$ cat config.mk
export PLATFORM = sky130hd
export DESIGN_NAME = seq_frame_tx_flat
export DESIGN_NICKNAME = d
export VERILOG_FILES = /design/src/rtl/seq_frame_tx_if.sv /design/src/rtl/seq_frame_tx.sv /design/src/flat_wrapper.sv
export SDC_FILE = /design/constraint.sdc
export NUM_CORES = 1
export LEC_CHECK = 0
export CORE_MARGIN = 3
export CORE_UTILIZATION = 45
export CTS_BUF_LIST = sky130_fd_sc_hd__clkbuf_4 sky130_fd_sc_hd__clkbuf_8 sky130_fd_sc_hd__clkbuf_16
export DETAILED_ROUTE_END_ITERATION = 16
export PLACE_DENSITY = 0.71
export REMOVE_ABC_BUFFERS = 1
export SLEW_MARGIN = 5
export SYNTH_ARGS = -nofsm -noshare
export SYNTH_HDL_FRONTEND = slang
export SYNTH_SLANG_ARGS = --single-unit
$ cat constraint.sdc
create_clock -name clk -period 2.29 [get_ports clk]
set_clock_uncertainty 0.2 [all_clocks]
set_input_delay 0.3435 -clock clk [delete_from_list [all_inputs] [get_ports clk]]
set_output_delay 0.3435 -clock clk [all_outputs]
set_load 0.05 [all_outputs]
$ cat src/rtl/seq_frame_tx_if.sv
// Byte-in / serial-line-out bundle for the 0110-marker frame transmitter.
// master = byte-producing controller side, slave = transmitter side.
interface seq_frame_tx_if;
  logic       start;
  logic [7:0] data_in;
  logic       ready;
  logic       x;
  logic       done;

  modport master (output start, data_in, input ready, x, done);
  modport slave  (input start, data_in, output ready, x, done);
endinterface

$ cat src/rtl/seq_frame_tx.sv
// Serial frame transmitter: marker 0110, payload byte MSB-first with a
// stuffed 1 after every 011 run in the payload, then one guard 1.
// Every line bit is held DIV clocks.
module seq_frame_tx #(
  parameter int DIV = 1
) (
  input  logic clk,
  input  logic clr_n,
  seq_frame_tx_if.slave bus
);

  localparam int CW = (DIV > 1) ? $clog2(DIV) : 1;
  localparam logic [CW-1:0] DMAX = CW'(DIV - 1);
  // Header bit i sits at index i (pattern is its own mirror image).
  localparam logic [3:0] HDR_BITS = 4'b0110;

  typedef enum logic [2:0] {IDLE, HDR, PAY, STUFF, GUARD} state_t;

  state_t          state, state_nxt;
  logic [7:0]      sh;
  logic [1:0]      hidx;
  logic [3:0]      pcnt;
  logic [CW-1:0]   dcnt;
  logic [2:0]      h;
  logic            x_q, done_q;

  logic            bit_end, launch, ld, shift, x_nxt, done_nxt;

  assign bit_end   = (dcnt == DMAX);
  assign bus.ready = (state == IDLE);
  assign bus.x     = x_q;
  assign bus.done  = done_q;

  // State register.
  always_ff @(posedge clk or negedge clr_n) begin
    if (!clr_n) state <= IDLE;
    else        state <= state_nxt;
  end

  // Next state and the next line bit; transitions only on a divider wrap.
  always_comb begin
    state_nxt = state;
    launch    = 1'b0;
    ld        = 1'b0;
    shift     = 1'b0;
    x_nxt     = x_q;
    done_nxt  = 1'b0;
    case (state)
      IDLE: begin
        x_nxt = 1'b1;
        if (bus.start) begin
          ld        = 1'b1;
          launch    = 1'b1;
          x_nxt     = HDR_BITS[0];
          state_nxt = HDR;
        end
      end
      HDR: if (bit_end) begin
        launch = 1'b1;
        if (hidx == 2'd3) begin
          // First payload bit gets the same stuff test as the rest.
          if (h == 3'b011) begin
            x_nxt     = 1'b1;
            state_nxt = STUFF;
          end else begin
            x_nxt     = sh[7];
            shift     = 1'b1;
            state_nxt = PAY;
          end
        end else begin
          x_nxt = HDR_BITS[hidx + 2'd1];
        end
      end
      PAY: if (bit_end) begin
        launch = 1'b1;
        if (pcnt == 4'd8) begin
          // No stuff test before the guard: the guard 1 breaks 011 itself.
          x_nxt     = 1'b1;
          state_nxt = GUARD;
        end else if (h == 3'b011) begin
          x_nxt     = 1'b1;
          state_nxt = STUFF;
        end else begin
          x_nxt = sh[7];
          shift = 1'b1;
        end
      end
      STUFF: if (bit_end) begin
        // History now ends in 111, so the pending bit goes out unchecked.
        launch    = 1'b1;
        x_nxt     = sh[7];
        shift     = 1'b1;
        state_nxt = PAY;
      end
      GUARD: if (bit_end) begin
        x_nxt     = 1'b1;
        done_nxt  = 1'b1;
        state_nxt = IDLE;
      end
      default: begin
        x_nxt     = 1'b1;
        state_nxt = IDLE;
      end
    endcase
  end

  // Datapath: line bit, history, divider, shifter and bit counters.
  always_ff @(posedge clk or negedge clr_n) begin
    if (!clr_n) begin
      sh     <= '0;
      hidx   <= '0;
      pcnt   <= '0;
      dcnt   <= '0;
      h      <= 3'b111;
      x_q    <= 1'b1;
      done_q <= 1'b0;
    end else begin
      done_q <= done_nxt;
      x_q    <= x_nxt;
      if (launch) h <= {h[1:0], x_nxt};
      if (state == IDLE || bit_end) dcnt <= '0;
      else                          dcnt <= dcnt + 1'b1;
      if (ld) begin
        sh   <= bus.data_in;
        hidx <= '0;
        pcnt <= '0;
      end else begin
        if (state == HDR && launch) hidx <= hidx + 2'd1;
        if (shift) begin
          sh   <= {sh[6:0], 1'b0};
          pcnt <= pcnt + 4'd1;
        end
      end
    end
  end

endmodule

$ cat src/flat_wrapper.sv
// flat-port wrapper written by rule: the top's interface ports become plain ports
module seq_frame_tx_flat 
#(
  parameter int DIV = 1
)
  (clk, clr_n, bus_start, bus_data_in, bus_ready, bus_x, bus_done);
  seq_frame_tx_if bus_i ();
  input  logic clk;
  input  logic clr_n;
  input wire logic [$bits(bus_i.start)-1:0] bus_start;
  input wire logic [$bits(bus_i.data_in)-1:0] bus_data_in;
  output wire logic [$bits(bus_i.ready)-1:0] bus_ready;
  output wire logic [$bits(bus_i.x)-1:0] bus_x;
  output wire logic [$bits(bus_i.done)-1:0] bus_done;
  assign bus_i.start = bus_start;
  assign bus_i.data_in = bus_data_in;
  assign bus_ready = bus_i.ready;
  assign bus_x = bus_i.x;
  assign bus_done = bus_i.done;
  seq_frame_tx #(.DIV(DIV)) u_core (.clk(clk), .clr_n(clr_n), .bus(bus_i));
endmodule
# Yosys cells after proc, flatten, opt, wreduce, memory -nomap -nowiden
# Cells that the tools add are included.
[word_totals]
ff_bits = 23
input_bits = 11
wordCells = 73
[op_classes]
add_sub_neg = 3
magnitude_cmp = 1
eq_ne = 14
mux = 39
n_bitwise = 1
reduce_logical = 7
[ops]
columns = ["cell", "n"]
rows = [
  ["2-to-1 mux 3 bit", 8],
  ["2-to-1 mux 1 bit", 20],
  ["2-to-1 mux 8 bit", 2],
  ["case mux 3 bit (5 select lines)", 1],
  ["!= test 2 bit (second input constant)", 5],
  ["equality test 3 x 2 -> 1 bit (second input constant)", 3],
  ["2-to-1 mux 4 bit", 2],
  ["AND reduction 7 bit", 1],
  ["case mux 1 bit (5 select lines)", 1],
  ["adder 4 x 1 -> 4 bit (second input constant)", 1],
  ["equality test 4 bit (second input constant)", 1],
  ["2-to-1 mux 2 bit", 2],
  ["nonzero test 2 bit", 2],
  ["equality test 3 x 1 -> 1 bit (second input constant)", 1],
  ["equality test 3 bit (second input constant)", 1],
  ["zero test 3 bit", 1],
  ["less-than comparator 2 x 3 -> 1 bit (second input constant)", 1],
  ["!= test 3 x 1 -> 1 bit (second input constant)", 1],
  ["case mux 1 bit (3 select lines)", 1],
  ["OR reduction 3 bit", 1],
  ["adder 2 x 1 -> 2 bit (second input constant)", 1],
  ["binary-select mux 1 bit (select 2 bit)", 1],
  ["equality test 2 bit (second input constant)", 1],
  ["!= test 2 x 1 -> 1 bit (second input constant)", 1],
  ["5 further kinds", 5],
]

# Depth between registers and ports, before layout
[logic_depth]
word_depth = 7
depth_mapped = 7
mapped_depth_nobuf = 6

# Worst setup path after synthesis
# OpenSTA, ideal clock, no wires.
[synth_path]
path_type = "register to register"
startpoint = "register u_core.state[2]"
endpoint = "register u_core.sh[1]"
setup_ps = 69
arrival_ps = 2314
setup_slack_ps = -294
path_stages_with_launch = 7
n_path_buf = 2
period_less_slack_ps = 2584
cell_sequence = "dfrtp_1 > buf_2 > nor3_1 > and2_1 > buf_2 > nand2_1 > nand3_1"
[synth_via]
elab_chain_len = 3
elab_cells_between_ends = 8
[synth_lines]
columns = ["item", "line", "source"]
rows = [
  ["start: declaration", "seq_frame_tx.sv:19", "state_t state, state_nxt;"],
  ["start signal: assignment", "seq_frame_tx.sv:37", "else state <= state_nxt;"],
  ["zero test 3 bit *", "n/a", ""],
  ["via bus_ready", "flat_wrapper.sv:12", "output wire logic [$bits(bus_i.ready)-1:0] bus_ready;"],
  ["2-to-1 mux 1 bit *", "seq_frame_tx.sv:48", "case (state)"],
  ["2-to-1 mux 8 bit or nonzero test 2 bit (tied branches)", "n/a", ""],
  ["end signal: assignment", "seq_frame_tx.sv:124", "sh <= bus.data_in;"],
  ["end signal: assignment", "seq_frame_tx.sv:130", "sh <= {sh[6:0], 1'b0};"],
  ["end: declaration", "seq_frame_tx.sv:20", "logic [7:0] sh;"],
]
# Mark *: on every way through the listed nets, which the timed path passes. The rest lies on a longest branch.
# A chain may end at the register's enable or synchronous reset.

# Worst setup path in the final report
[layout_path]
startpoint = "register u_core.x_q, in the netlist u_core.bus.x"
endpoint = "output bus_x"
[layout_rtl]
columns = ["item", "line", "source"]
rows = [
  ["start: declaration", "seq_frame_tx.sv:25", "logic x_q, done_q;"],
  ["start signal: assignment", "seq_frame_tx.sv:119", "x_q <= x_nxt;"],
  ["end: declaration", "flat_wrapper.sv:13", "output wire logic [$bits(bus_i.x)-1:0] bus_x;"],
]
# No word-level cell between the ends.

==> impl_results.md <==
* Status: finished clean
* Port bufs at 13
* H-tree depth at 1
* Final setup fails at 0
* Pwr dens at 1140 mW/mm2
* DP Wirelength at 1.90 mm
* Sequential element share of the synthesized area at 0.434
* Worst-path cell chain: clkdlybuf4s50_1
* CTS tree: done
* Vias per inst at 6.04
* Max Cap Violations at 0
* P&R area growth vs syn at 15.7%
* Synth cell count leaders: dfrtp_1 (19), nand2_1 (13), o21ai_0 (11)
* RSZ-0062 raised after global routing: no
* Final WS setup at 0.0704 ns
* Area of placed instances at 0.00152 mm2
* Maximum VDD drop at 715 uV
* Critical R2R Capture: u_core.pcnt[3]$_DFFE_PN0P_
* Post-Synthesis Cells at 138
* Share of cells above drive strength 1 at 0.157
* Drt initial violations at 51
* Critical path type: register to primary output
* Crit path max-delay cell type: clkdlybuf4s50_1
* Global route overflow at 0
* Worst r2r src: u_core.state[0]$_DFFE_PN0P_
* Reg2Reg Depth at 4
* Place WS at 0.169 ns
* Initial antenna violation count at 0
* Final net count at 168
* FF+latch count, synth at 23
* Synth top area cells: dfrtp_1 (36%), dfstp_2 (7.9%), o21ai_0 (4.1%)
* Die width at 60.5 um
* Ports at 14
* Worst-Skew Late Latency at 0.31 ns
* Initial Utilization at 0.480
* Non-Filler Instances at 184
* Drc violations at 0
* Cts hold-fix bufs at 0
* Critical path arrival at 1.68 ns
* Slowest stage delay, CP at 0.80 ns
* Most frequent cell after synthesis: dfrtp_1
* Leakage power at 0.663 nW
* Startpoint Class: register
* Min Clock Period, post-route at 2.22 ns
* DIE AREA at 0.00366 mm2
* Hold Path Class: input port to asynchronous set/reset pin
* GP Congestion at 0.885
* # diodes at 0
* Number of flops mapped to enable cells by yosys at 0
* Largest net degree at the start of global routing at 24
* CP top delay family: buffers and inverters
* Die height at 60.5 um
* Row cnt at 19
* Postcts setup bufs at 0
* Placed insts at 180
* Area leader, netlist: dfrtp_1
* Top_reg_cell synth: dfrtp_1
* Fmax at 451 MHz
* Fin util at 0.556
* Crit end category: primary output
* Final wirelength at 2.69 mm
* Cell area after layout at 0.00155 mm2
* Clock buffer depth at 2
* Top-area cell type share of the netlist area at 0.356
* Clock-pin slew on the worst setup and hold paths at 0.13 ns
* Fin crit share at 0.969
* Vias in the first global route at 1,027
* Filler cells at 260
* Critical Path RT at 1.75 ns
* First-pass GRT wire length at 4.58 mm
* Drt wl/cell at 14.6 um
* Mapped Area at 0.00134 mm2
* Final hold viol count at 0
* Drt pass-1 iters at 4
* Worst Path Max Fanout at 3
* Total number of vias at 1,111
* ANT nets after route at 0
* Bufs and invs on worst path at 1
* Post-synth ARST share at 1.00
* Reg-to-reg slack, setup at 0.25 ns
* Core ar. at 0.00278 mm2
* CTS buffer count at 3
* # clock sinks at 23
* Tot GR Track Use at 0.162
* Final slew viol count at 0
* Root Buffer: clkbuf_4
* Overall Power at 0.00176 W
* # resized after CTS at 0
* Synth unique cells at 43
* Synth Warn # at 0
* Post-Synthesis Mean Instance Area at 9.68 um2
==> per-stage QoR <==
step | setup TNS, ns | hold WS [ns]
final | 0 | 0.169
after global routing | 0 | 0.176
after CTS | 0 | 0.173
after detailed placement | 0 | 0.302
after global placement | 0 | 0.294
after floorplan | -2.88 | -0.152
==> report_power, final <==
group          internal [W]  leakage [nW]  total [W]  switching, W
sequential         0.000588         0.286   0.000765      0.000176
clock             0.0000798        0.0184   0.000200      0.000120
combinational      0.000399         0.358   0.000798      0.000399
total               0.00107         0.663    0.00176      0.000695
==> worst register-to-register path: cells and delay by family (launching register included) <==
family          cells  cell delay [ns]
simple gates        2             0.69
flops               1             0.67
mux                 1             0.15
compound gates      1             0.20
==> worst max-delay path by stage <==
stage,start,endpoint,slack [ns],cells after the start
after floorplan,u_core.state[0]$_DFFE_PN0P_,u_core.sh[0]$_DFFE_PN0P_,-0.29,3
after global placement,bus_start,u_core.h[1]$_DFFE_PN1P_,0.20,4
after detailed placement,bus_start,u_core.h[2]$_DFFE_PN1P_,0.17,4
after CTS,u_core.bus.x$_DFF_PN1_,bus_x,0.06,1
after global routing,u_core.bus.x$_DFF_PN1_,bus_x,0.02,1
final,u_core.bus.x$_DFF_PN1_,bus_x,0.07,1
==> routing by layer <==
layer,part of all wire,vias to the layer above,global-route usage,wire (um)
li1,-,535,-,-
met1,0.46,543,0.224,1250
met2,0.48,33,0.269,1290
met3,0.053,0,0.0255,143
met4,0,0,0.0402,0
met5,0,-,0,0
==> cell usage in the layout (no fill, tap or decap), drive strengths merged, types with 3 or more instances in the layout <==
cell type      instances
dfrtp                 19
nand2                 13
o21ai                 13
clkdlybuf4s50         12
nand3                 10
buf                    9
a21oi                  7
nand4                  7
nor2                   5
nand2b                 4
nor3                   4
clkbuf                 4
dfstp                  4
nand3b                 3
o31ai                  3
mux2i                  3
ha                     3
nor4b                  3
==> cells by family after synthesis <==
logic type               share of synthesized area
adder cells (fa/ha/maj)                     0.0281
AND/OR/NAND/NOR                              0.266
multiplexers                                0.0449
AO/OA/AOI/OAI                                0.161
other                                      0.00281
buffers and inverters                       0.0496
flip-flops                                   0.434
XOR/XNOR                                    0.0131
==> flip-flops by register name, indices dropped and copies added (netlist names) <==
name and count:
u_core.pcnt 4, u_core.dcnt 1, u_core.bus.x 1, u_core.bus.done 1, u_core.state 3, u_core.h 3
u_core.hidx 2, u_core.sh 8
==> cell type report <==
| cell class | count | area, um2 | area share |
|---|---|---|---|
| Multi-Input combinational cell | 103 | 689 | 0.446 |
| Sequential cell | 23 | 581 | 0.375 |
| Timing Repair Buffer | 21 | 200 | 0.129 |
| Tap cell | 31 | 38.8 | 0.0251 |
| Clock buffer | 4 | 30.0 | 0.0194 |
| Inverter | 2 | 7.51 | 0.00485 |
No activity file was read; power rests on OpenSTA's default activity.
